==> config.mk <==
export PLATFORM = sky130hd
export DESIGN_NAME = mux4_channel_scheduler_flat
export DESIGN_NICKNAME = d
export VERILOG_FILES = /design/src/rtl/mux4_channel_scheduler_if.sv /design/src/rtl/mux4_channel_scheduler.sv /design/src/flat_wrapper.sv
export SDC_FILE = /design/constraint.sdc
export NUM_CORES = 1
export LEC_CHECK = 0
export ABC_AREA = 1
export BUFFER_PORTS_ARGS = -buffer_cell sky130_fd_sc_hd__clkbuf_2
export CAP_MARGIN = 15
export CORE_MARGIN = 2
export CORE_UTILIZATION = 48
export DETAILED_ROUTE_END_ITERATION = 10
export PLACE_DENSITY = 0.89
export SYNTH_ARGS = -nofsm -noshare
export SYNTH_HDL_FRONTEND = slang
export SYNTH_SLANG_ARGS = --single-unit
export TNS_END_PERCENT = 20
==> constraint.sdc <==
create_clock -name clk -period 1.4 [get_ports clk]
set_input_delay 0.14 -clock clk [delete_from_list [all_inputs] [get_ports clk]]
set_output_delay 0.14 -clock clk [all_outputs]
set_load 0.03 [all_outputs]
==> src/rtl/mux4_channel_scheduler_if.sv <==
// Handshake and mux-facing bundle between the four-channel scheduler and its neighbours.
// The slave modport is the scheduler side; master is the feeder/consumer side.
interface mux4_channel_scheduler_if #(
    parameter int WIDTH = 8
);
    logic [3:0]       in_valid;
    logic [3:0]       in_ready;
    logic [WIDTH-1:0] in_data0;
    logic [WIDTH-1:0] in_data1;
    logic [WIDTH-1:0] in_data2;
    logic [WIDTH-1:0] in_data3;
    logic [WIDTH-1:0] q0;
    logic [WIDTH-1:0] q1;
    logic [WIDTH-1:0] q2;
    logic [WIDTH-1:0] q3;
    logic             s1;
    logic             s0;
    logic             grant_valid;
    logic             grant_ready;
    logic [1:0]       grant_chan;

    modport master (
        output in_valid, in_data0, in_data1, in_data2, in_data3, grant_ready,
        input  in_ready, q0, q1, q2, q3, s1, s0, grant_valid, grant_chan
    );

    modport slave (
        input  in_valid, in_data0, in_data1, in_data2, in_data3, grant_ready,
        output in_ready, q0, q1, q2, q3, s1, s0, grant_valid, grant_chan
    );
endinterface

==> src/rtl/mux4_channel_scheduler.sv <==
// Four one-entry channel buffers feeding mux4to1_8bit, with a round-robin
// grant FSM that drives the mux selects and a valid/ready grant handshake.
module mux4_channel_scheduler #(
    parameter int WIDTH = 8
) (
    input logic                     clk,
    input logic                     rst,
    mux4_channel_scheduler_if.slave bus
);
    typedef enum logic {
        IDLE,
        GRANT
    } state_t;

    state_t           state;
    logic [3:0]       full;
    logic [WIDTH-1:0] qr [4];
    logic [WIDTH-1:0] din [4];
    logic [1:0]       sel;
    logic [1:0]       last;
    logic             gv;

    logic [1:0]       pick;
    logic             pick_found;
    logic [1:0]       idx;

    assign din[0] = bus.in_data0;
    assign din[1] = bus.in_data1;
    assign din[2] = bus.in_data2;
    assign din[3] = bus.in_data3;

    // Search order last+1 .. last+4 (mod 4) so the last-served channel comes last.
    always_comb begin
        pick       = '0;
        pick_found = 1'b0;
        idx        = '0;
        for (int unsigned k = 1; k <= 4; k++) begin
            idx = last + 2'(k);
            if (!pick_found && full[idx]) begin
                pick       = idx;
                pick_found = 1'b1;
            end
        end
    end

    always_ff @(posedge clk) begin
        if (rst) begin
            state <= IDLE;
            full  <= '0;
            sel   <= '0;
            last  <= 2'd3;
            gv    <= 1'b0;
            for (int unsigned i = 0; i < 4; i++) begin
                qr[i] <= '0;
            end
        end else begin
            for (int unsigned i = 0; i < 4; i++) begin
                if (bus.in_valid[i] && !full[i]) begin
                    qr[i]   <= din[i];
                    full[i] <= 1'b1;
                end
            end
            // Granted channel is always full, so its clear never collides with a write.
            case (state)
                IDLE: begin
                    if (pick_found) begin
                        sel   <= pick;
                        gv    <= 1'b1;
                        state <= GRANT;
                    end
                end
                GRANT: begin
                    if (bus.grant_ready) begin
                        full[sel] <= 1'b0;
                        last      <= sel;
                        gv        <= 1'b0;
                        state     <= IDLE;
                    end
                end
                default: state <= IDLE;
            endcase
        end
    end

    assign bus.in_ready    = ~full;
    assign bus.q0          = qr[0];
    assign bus.q1          = qr[1];
    assign bus.q2          = qr[2];
    assign bus.q3          = qr[3];
    assign bus.s1          = sel[1];
    assign bus.s0          = sel[0];
    assign bus.grant_chan  = sel;
    assign bus.grant_valid = gv;
endmodule

==> src/flat_wrapper.sv <==
// flat-port wrapper written by rule: the top's interface ports become plain ports
module mux4_channel_scheduler_flat 
#(
    parameter int WIDTH = 8
)
  (clk, rst, bus_in_valid, bus_in_data0, bus_in_data1, bus_in_data2, bus_in_data3, bus_grant_ready, bus_in_ready, bus_q0, bus_q1, bus_q2, bus_q3, bus_s1, bus_s0, bus_grant_valid, bus_grant_chan);
  mux4_channel_scheduler_if #(.WIDTH(WIDTH)) bus_i ();
  input logic clk;
  input logic rst;
  input wire logic [$bits(bus_i.in_valid)-1:0] bus_in_valid;
  input wire logic [$bits(bus_i.in_data0)-1:0] bus_in_data0;
  input wire logic [$bits(bus_i.in_data1)-1:0] bus_in_data1;
  input wire logic [$bits(bus_i.in_data2)-1:0] bus_in_data2;
  input wire logic [$bits(bus_i.in_data3)-1:0] bus_in_data3;
  input wire logic [$bits(bus_i.grant_ready)-1:0] bus_grant_ready;
  output wire logic [$bits(bus_i.in_ready)-1:0] bus_in_ready;
  output wire logic [$bits(bus_i.q0)-1:0] bus_q0;
  output wire logic [$bits(bus_i.q1)-1:0] bus_q1;
  output wire logic [$bits(bus_i.q2)-1:0] bus_q2;
  output wire logic [$bits(bus_i.q3)-1:0] bus_q3;
  output wire logic [$bits(bus_i.s1)-1:0] bus_s1;
  output wire logic [$bits(bus_i.s0)-1:0] bus_s0;
  output wire logic [$bits(bus_i.grant_valid)-1:0] bus_grant_valid;
  output wire logic [$bits(bus_i.grant_chan)-1:0] bus_grant_chan;
  assign bus_i.in_valid = bus_in_valid;
  assign bus_i.in_data0 = bus_in_data0;
  assign bus_i.in_data1 = bus_in_data1;
  assign bus_i.in_data2 = bus_in_data2;
  assign bus_i.in_data3 = bus_in_data3;
  assign bus_i.grant_ready = bus_grant_ready;
  assign bus_in_ready = bus_i.in_ready;
  assign bus_q0 = bus_i.q0;
  assign bus_q1 = bus_i.q1;
  assign bus_q2 = bus_i.q2;
  assign bus_q3 = bus_i.q3;
  assign bus_s1 = bus_i.s1;
  assign bus_s0 = bus_i.s0;
  assign bus_grant_valid = bus_i.grant_valid;
  assign bus_grant_chan = bus_i.grant_chan;
  mux4_channel_scheduler #(.WIDTH(WIDTH)) u_core (.clk(clk), .rst(rst), .bus(bus_i));
endmodule
==> impl_metrics.yaml, run 1 <==
logic_synthesis:
  yosysMostFrequentCell: "inv_1"
  synth_top_area_cell: "edfxtp_1"
  synth_cell_types: 23
  synth_edf_count: 32
  yosysSeqAreaShare: 0.5775
  syn-instance-count: 212
  ys_warn_count: 0
  synth_top_area_share: 0.4779
  synth_nets: 251
  ys_ff_latch: 42
  syn-cell-area_um2: 2011
  synth_area_leaders: "edfxtp_1 (48%), dfxtp_1 (10%), inv_1 (8.2%), nor2_1 (7.1%), nand2_1 (6.2%)"
  synth_ff_type: "edfxtp_1"
  synthArstFlopShare: 0
  syn_area_per_cell_um2: 9.484
  ys_top_cells_by_count: "inv_1 (44), nor2_1 (38), nand2_1 (33)"
routing:
  wl_per_cell_um: 11.71
  vias_per_cell: 4.646
  drt-total-wl_um: 4064
  drtIter0Drc: 113
  drtAntennaViolNets: 0
  via_count: 1612
  dr.pass1.iters: 4
  drc_errors: 0
worst_setup_path:
  worst_setup_path_start_kind: "register"
  endpoint: "u_core.bus.grant_chan[0]"
  cpLargestDelayFamily: "simple AND/OR/NAND/NOR gates"
  cp-end-kind: "register"
  path_cells: "buf_12, inv_8, nand2_4, nand2_2, nand2_2, nand2_2, nor2_4, nand3_1, nand2_1, nor2_1, nor2_1, nor2_1"
  cp_max_fo: 8
  path_depth: 12
  cp.arrival_ns: 1.57
  r2r_start: "u_core.last[0]"
  regToRegEndpoint: "u_core.bus.grant_chan[0]"
  critPathSlowestCell: "dfxtp_2"
  required_ns: 1.60
  crit_path_start: "u_core.last[0]"
  crit_buf_inv: 2
  worstSetupPathType: "reg -> reg"
  worstRegToRegCells: 12
  reg2reg_slack_ns: 0.03
  max_stage_delay_ns: 0.35
grt:
  first_global_vias: 1460
  grt_pass1_wl_um: 6058
  grt_max_degree: 14
  grt_overflow: 0
  antenna_found_initial: 0
  grt_usage: 0.1724
power_and_ir_drop:
  clkPwrFrac: 0.240
  switching_power_w: 0.001163
  seq_power_share: 0.468
  switching_share: 0.3545
  combPwrFrac: 0.292
  p_per_area_nw_per_um2: 1284
  peakVddDrop_v: 0.0007260
  p_int_w: 0.002118
  leakage_nw: 1.408
sta:
  setup_violations: 0
  grt_setup_unrepaired: "yes"
  max_freq_mhz: 731.1
  drv_slew: 0
  max_slew_margin: 0.7634
  skew_ns: 0.007380
  tightestPinTransition_ns: 0.3545
  final_hold_viol_count: 0
  finalCritPeriodShare: 0.9769
  period_minus_slack_ns: 1.368
  timing.hold.ws_ns: 0.1366
die:
  die_y_um: 68.72
  io_pins: 80
  die_x_um: 68.72
  initial_core_util: 0.4991
  design.die.area_um2: 4722
  core_area_um2: 4029
  row_count: 23
layout:
  nets: 335
  antenna_cells: 0
  synthToLayoutAreaGrowth_pct: 27.07
  layout-drive-gt1-share: 0.4007
  stdcell_area_um2: 2555
clock_network:
  cts_root_buf: "clkbuf_8"
  cts_max_level: 2
  cts_buffer_depth: 2
  worstSkewPairLatency_ns: 0.30
  cts_made_buffers: 5
  cts_tree: "built"
  hold_buffers: 0
  clock-sinks: 42
  path_clk_slew_ns: 0.08
  post-cts-setup-buffers: 0
min_path:
  holdCritPathClass: "in -> reg"
flow_run:
  maxCapViolations: 0
place:
  gp_congestion: 0.8517
  dpl-instance-area_um2: 2452
  dp_hpwl_um: 3185
  port_buffers: 79
run_status:
  status: "finished, final reports clean"
[how the worst min path moves through the flow]
stage / startpoint / to / slack, ns / cells after the start
2_1_floorplan: bus_in_valid[0] / u_core.full[0] / 0.34 / 2
3_3_place_gp: bus_in_data2[0] / u_core.qr[2][0] / 0.43 / 3
3_5_place_dp: bus_in_data1[4] / u_core.qr[1][4] / 0.44 / 3
4_1_cts: bus_in_data2[4] / u_core.qr[2][4] / 0.13 / 3
5_1_grt: bus_in_data3[7] / u_core.qr[3][7] / 0.15 / 3
6_report: bus_in_data2[0] / u_core.qr[2][0] / 0.14 / 3
[cell usage in the layout (no fill, tap or decap), types with 3 or more instances in the layout]
cell / n
nand2_1: 33
o21ai_0: 4
edfxtp_1: 32
nand2_4: 10
nand2_2: 9
inv_1: 44
nand3_1: 7
clkbuf_8: 5
o21ai_2: 3
nor2_1: 38
a31oi_1: 4
dfxtp_1: 8
clkbuf_2: 79
[power groups by stage]
stage / Sequential [W] / Combinational (W) / Clock, W
after floorplan: 0.00175 / 0.000519 / 0
after global placement: 0.00156 / 0.000919 / 0
after detailed placement: 0.00156 / 0.000940 / 0
after CTS: 0.00154 / 0.000945 / 0.000794
after global routing: 0.00155 / 0.00104 / 0.000835
final: 0.00154 / 0.000957 / 0.000788
[tightest hold or removal path, cell delays in order]
cell      delay (ns)
clkbuf_2        0.07
inv_1           0.03
nor2_1          0.08
[through the flow]
step | std cells | power [W] | worst slack, ns | util | setup TNS [ns]
final | 347 | 0.003281 | 0.03228 | 0.6342 | 0
after global routing | 347 | 0.003429 | -0.06465 | 0.6342 | -0.09146
after CTS | 347 | 0.003275 | 0.007762 | 0.6304 | 0
after detailed placement | 339 | 0.002505 | 0.009734 | 0.6087 | 0
after global placement | 339 | 0.002479 | 0.01278 | 0.6087 | 0
after floorplan | 212 | 0.002264 | 0.007017 | - | 0
[routing by layer]
layer | vias up | wire length [µm] | share of wire | global-route usage
li1 | 826 | - | - | -
met1 | 715 | 1672 | 0.41 | 0.1994
met2 | 61 | 2054 | 0.51 | 0.2981
met3 | 10 | 286 | 0.070 | 0.05519
met4 | 0 | 51 | 0.013 | 0.06373
met5 | - | 0 | 0 | 0
[state kept, by name (all words and copies together), names as in the netlist]
name,flops
u_core.last,2
u_core.qr,32
u_core.bus.grant_chan,2
u_core.state,1
u_core.full,4
u_core.bus.grant_valid,1
[final cells by class]
class / instances / area (µm²)
clock inverter: 2 / 13.76
sequential: 42 / 1164
fill: 336 / 1474
clock buffer: 6 / 72.57
inverter: 47 / 183.9
tap: 50 / 62.56
multi-input combinational: 118 / 628.1
timing repair buffer: 82 / 430.4
[what timing repair did]
action,in CTS,in global routing
gates cloned,0,0
endpoints found under the setup margin,1,2
gates resized for setup,1,4
[kinds of logic after synthesis]
logic type	count (synthesis)	synth area share
AO/OA/AOI/OAI	16	0.04978
flip-flops	42	0.5775
AND/OR/NAND/NOR	102	0.2558
buffers and inverters	52	0.1170
(Power assumes the default switching activity.)
==> inputs of run 2 (changes only) <==
--- a/config.mk
+++ b/config.mk
@@ -7,11 +7,12 @@
 export LEC_CHECK = 0
 export ABC_AREA = 1
 export BUFFER_PORTS_ARGS = -buffer_cell sky130_fd_sc_hd__clkbuf_2
-export CAP_MARGIN = 15
+export CELL_PAD_IN_SITES_DETAIL_PLACEMENT = 1
+export CELL_PAD_IN_SITES_GLOBAL_PLACEMENT = 2
 export CORE_MARGIN = 2
-export CORE_UTILIZATION = 48
+export CORE_UTILIZATION = 28
 export DETAILED_ROUTE_END_ITERATION = 10
-export PLACE_DENSITY = 0.89
+export PLACE_DENSITY = 0.9
 export SYNTH_ARGS = -nofsm -noshare
 export SYNTH_HDL_FRONTEND = slang
 export SYNTH_SLANG_ARGS = --single-unit
==> impl_metrics.yaml, run 2 (synthesized netlist as in run 1, its figures left out) <==
run_status:
  status: "finished with violations"
  failed_checks: "setup timing"
sta:
  setup_tns_ns: -0.01415
  skew_ns: 0.003471
  max_slew_margin: 0.7702
  tightestPinTransition_ns: 0.3439
  timing.hold.ws_ns: 0.1440
  setup_violations: 1
  period_minus_slack_ns: 1.414
  drv_slew: 0
  layout_setup_ws_ns: -0.01415
  grt_setup_unrepaired: "yes"
  final_hold_viol_count: 0
  finalCritPeriodShare: 1.010
  max_freq_mhz: 707.1
layout:
  top_regs: "u_core.qr (32), u_core.full (4)"
  largest_register_ffs: 32
  layout_commonest_cell: "clkbuf_2"
  layout-drive-gt1-share: 0.3926
  final_cell_mix: "clkbuf_2 (79), inv_1 (44), nor2_1 (38)"
  final-instance-count-excl-fill: 394
  multi_input_area_um2: 619.3
  nets: 336
  regArea_um2: 1164
  antenna_cells: 0
  synthToLayoutAreaGrowth_pct: 30.86
  largest-register: "u_core.qr"
  nFillCells: 863
clock_network:
  cts_max_level: 2
  clock-sinks: 42
  cts_buffer_depth: 2
  path_clk_slew_ns: 0.08
  cts_root_buf: "clkbuf_8"
  cts_made_buffers: 5
  worstSkewPairLatency_ns: 0.29
  cts_tree: "built"
routing:
  drtAntennaViolNets: 0
  drtIter0Drc: 48
  drc_errors: 0
  vias_per_cell: 4.211
  via_count: 1659
  dr.pass1.iters: 4
  drt-total-wl_um: 4795
  wl_per_cell_um: 12.17
power_and_ir_drop:
  leakage_nw: 1.416
  switching_share: 0.3341
  p_per_area_nw_per_um2: 1313
  p_int_w: 0.002301
  total_power_w: 0.003456
  combPwrFrac: 0.278
  seq_power_share: 0.446
  clkPwrFrac: 0.276
  peakVddDrop_v: 0.0007235
  switching_power_w: 0.001155
place:
  place_inst: 386
  port_buffers: 79
  gp_congestion: 0.7597
  dp_hpwl_um: 3849
die:
  initial_core_util: 0.2927
  die_y_um: 88.74
  io_pins: 80
  design.die.area_um2: 7875
  die_x_um: 88.74
  row_count: 30
  core_area_um2: 6869
worst_setup_path:
  worst_setup_path_start_kind: "register"
  required_ns: 1.59
  worstRegToRegCells: 12
  regToRegEndpoint: "u_core.bus.grant_chan[0]"
  cpLargestDelayFamily: "simple AND/OR/NAND/NOR gates"
  critPathSlowestCell: "dfxtp_2"
  cp-end-kind: "register"
  cp.arrival_ns: 1.60
  crit_buf_inv: 2
  max_stage_delay_ns: 0.35
  reg2reg_slack_ns: -0.01
  path_depth: 12
  cp_max_fo: 8
  r2r_start: "u_core.last[0]"
  worstSetupPathType: "reg -> reg"
  path_cells: "buf_12, inv_8, nand2_2, nand2_4, nand2_4, nand2_4, nor2_4, nand3_1, nand2_1, nor2_1, nor2_1, nor2_1"
grt:
  grt_max_degree: 13
  grt_pass1_wl_um: 7707
  grt_usage: 0.1261
  antenna_found_initial: 0
  first_global_vias: 1674
  grt_overflow: 0
min_path:
  holdCritPathClass: "in -> reg"
  hold_depth: 3
  hold_end: "u_core.qr[0][1]"
  min_from: "bus_in_data0[1]"
flow_run:
  maxCapViolations: 0
run 2: tightest hold or removal path, cell delays in order:
cell and delay, ns:
clkbuf_2 0.08, inv_1 0.03, nor2_1 0.08
run 2: through the flow:
stage | util | setup WS (ns) | cell area [µm²]
6_report | 0.3831 | -0.01415 | 2631
5_1_grt | 0.3831 | -0.1381 | 2631
4_1_cts | 0.3823 | 0.0002857 | 2626
2_1_floorplan | - | 0.007017 | 2011
3_3_place_gp | 0.3665 | 0.002439 | 2517
3_5_place_dp | 0.3665 | -0.01035 | 2517
run 2: what timing repair did:
| item | 4_1_cts | 5_1_grt |
|---|---|---|
| pin swaps | 0 | 1 |
| resized for setup | 2 | 1 |
| endpoints found under the setup margin | 2 | 4 |
| hold buffers | 0 | 0 |
| buffers inserted | 0 | 0 |
run 2: power groups by stage:
| stage | registers, W | logic, W | clock network, W |
|---|---|---|---|
| floorplan | 0.00175 | 0.000519 | 0 |
| global placement | 0.00157 | 0.000946 | 0 |
| detailed placement | 0.00157 | 0.000962 | 0 |
| CTS | 0.00154 | 0.000967 | 0.000965 |
| global route | 0.00156 | 0.00107 | 0.00102 |
| finish | 0.00154 | 0.000962 | 0.000952 |
run 2: final cells by class:
cell class,instances,share of cell area
Clock buffer,7,0.02901
Clock inverter,1,0.01141
Inverter,47,0.06990
Multi-Input combinational cell,118,0.2354
Sequential cell,42,0.4422
Tap cell,96,0.04565
Timing Repair Buffer,83,0.1664
run 2: metal layers:
layer	global-route usage	wire length (µm)	up-vias
li1	-	-	825
met1	0.1506	2017	776
met4	0.02479	18	0
met3	0.03825	351	2
met2	0.2246	2407	56
met5	0	0	-
run 2: worst max path at each step:
stage | startpoint | to | slack, ns
3_5_place_dp | u_core.last[0] | u_core.bus.grant_chan[0] | -0.01
4_1_cts | u_core.last[0] | u_core.bus.grant_chan[0] | 0.0003
5_1_grt | u_core.last[0] | u_core.bus.grant_chan[0] | -0.14
6_report | u_core.last[0] | u_core.bus.grant_chan[0] | -0.01
3_3_place_gp | u_core.last[1] | u_core.bus.grant_chan[0] | 0.002
2_1_floorplan | u_core.full[1] | u_core.bus.grant_chan[1] | 0.007
==> inputs of run 3 (changes only) <==
--- a/config.mk
+++ b/config.mk
@@ -7,12 +7,14 @@
 export LEC_CHECK = 0
 export ABC_AREA = 1
 export BUFFER_PORTS_ARGS = -buffer_cell sky130_fd_sc_hd__clkbuf_2
+export CAP_MARGIN = 20
 export CELL_PAD_IN_SITES_DETAIL_PLACEMENT = 1
 export CELL_PAD_IN_SITES_GLOBAL_PLACEMENT = 2
 export CORE_MARGIN = 2
-export CORE_UTILIZATION = 28
+export CORE_UTILIZATION = 29
+export CTS_BUF_LIST = sky130_fd_sc_hd__clkbuf_8
 export DETAILED_ROUTE_END_ITERATION = 10
-export PLACE_DENSITY = 0.9
+export PLACE_DENSITY = 0.92
 export SYNTH_ARGS = -nofsm -noshare
 export SYNTH_HDL_FRONTEND = slang
 export SYNTH_SLANG_ARGS = --single-unit
==> impl_metrics.yaml, run 3 (synthesized netlist as in run 1, its figures left out) <==
sta:
  final_hold_viol_count: 0
  drv_slew: 0
  period_minus_slack_ns: 1.368
  timing.hold.ws_ns: 0.1353
  layout_setup_ws_ns: 0.03213
  tightestPinTransition_ns: 0.3504
  skew_ns: 0.004925
  setup_violations: 0
  max_freq_mhz: 731.1
  max_slew_margin: 0.7658
  grt_setup_unrepaired: "yes"
  finalCritPeriodShare: 0.9770
layout:
  final_cell_mix: "clkbuf_2 (79), inv_1 (44), nor2_1 (38)"
  stdcell_area_um2: 2625
  layout_commonest_cell: "clkbuf_2"
  top_regs: "u_core.qr (32), u_core.full (4)"
  multi_input_area_um2: 625.6
  regArea_um2: 1165
  synthToLayoutAreaGrowth_pct: 30.55
  nFillCells: 822
  largest_register_ffs: 32
  layout-drive-gt1-share: 0.4094
  largest-register: "u_core.qr"
  antenna_cells: 0
  nets: 336
place:
  dpl-instance-area_um2: 2497
  gp_congestion: 0.7310
  port_buffers: 79
  dp_hpwl_um: 3761
  dp_slack_ns: -0.001105
clock_network:
  worstSkewPairLatency_ns: 0.30
  cts_tree: "built"
  path_clk_slew_ns: 0.09
  cts_root_buf: "clkbuf_8"
  cts_max_level: 2
  hold_buffers: 0
  cts_made_buffers: 5
  cts_buffer_depth: 2
  clock-sinks: 42
routing:
  via_count: 1632
  drtIter0Drc: 20
  wl_per_cell_um: 12.30
  drt-total-wl_um: 4648
  drtAntennaViolNets: 0
  vias_per_cell: 4.317
  dr.pass1.iters: 4
  drc_errors: 0
power_and_ir_drop:
  leakage_nw: 1.423
  p_per_area_nw_per_um2: 1322
  peakVddDrop_v: 0.0005234
min_path:
  holdCritPathClass: "in -> reg"
worst_setup_path:
  crit_buf_inv: 1
  cp.arrival_ns: 1.57
  path_cells: "buf_12, nand2_1, nand2_2, nand2_2, nand2_2, nor2_4, nand3b_4, nand2_4, nand2_1, nand2_1, nor2_1"
  cpLargestDelayFamily: "simple AND/OR/NAND/NOR gates"
  worst_setup_path_start_kind: "register"
  cp_max_fo: 8
  critPathSlowestCell: "dfxtp_2"
  required_ns: 1.61
  max_stage_delay_ns: 0.34
  worstSetupPathType: "reg -> reg"
  cp-end-kind: "register"
grt:
  grt_use_met3: 0.03128
  grt_max_degree: 15
  busiest_layer: "met2"
  met1_usage: 0.1492
  use_met2: 0.2176
  antenna_found_initial: 0
  grt_usage: 0.1260
  grt_overflow: 0
  grt_pass1_wl_um: 7500
  first_global_vias: 1673
die:
  core_area_um2: 6756
  row_count: 30
  initial_core_util: 0.2976
  io_pins: 80
  die_x_um: 87.27
  die_y_um: 87.27
  design.die.area_um2: 7615
flow_run:
  maxCapViolations: 0
run_status:
  status: "finished, final reports clean"
[run 3: final timing paths]
path                                              from                        to  slack [ns]  cells past startpoint
worst min register to register  u_core.bus.grant_valid    u_core.bus.grant_valid        0.47                      2
worst max-delay path                    u_core.last[0]  u_core.bus.grant_chan[1]        0.03                     11
worst max register to register          u_core.last[0]  u_core.bus.grant_chan[1]        0.03                     11
worst min-delay path                   bus_in_data3[5]           u_core.qr[3][5]        0.14                      3
[run 3: routing by layer]
layer  vias up  wire length [µm]
li1        824                 -
met1       748              1955
met2        54              2312
met3         6               325
met4         0                54
met5         -                 0
[run 3: repair_timing]
action	in CTS	in global routing
resized for setup	1	5
endpoints found under the setup margin	2	4
pin swaps	0	0
gates cloned	0	0
setup buffers	0	0
[run 3: cell type report]
cell class,count,area share
clock buffers,5,0.02622
clock inverters,3,0.01668
inverters,47,0.07007
multi-input cells,118,0.2383
flip-flops and latches,42,0.4438
well taps,80,0.03813
repair buffers,83,0.1668
[run 3: through the flow]
step	util	instances	TNS [ns]	power, W
global route	0.3885	378	-0.2130	0.003678
finish	0.3885	378	0	0.003471
global placement	0.3696	370	0	0.002508
CTS	0.3865	378	0	0.003515
floorplan	-	212	0	0.002264
detailed placement	0.3696	370	-0.001105	0.002530
[run 3: worst register-to-register path: stages (launching register included)]
cell and delay, ns:
dfxtp_2 0.34, buf_12 0.14, nand2_1 0.11, nand2_2 0.08, nand2_2 0.07, nand2_2 0.06, nor2_4 0.14, nand3b_4 0.11
nand2_4 0.08, nand2_1 0.05, nand2_1 0.06, nor2_1 0.04
[run 3: power by group]
part	leakage, nW	switching, W	total, W	internal [W]
clock	0.0585	0.000433	0.000967	0.000534
sequential	0.429	0.0000709	0.00154	0.00147
combinational	0.936	0.000663	0.000964	0.000301
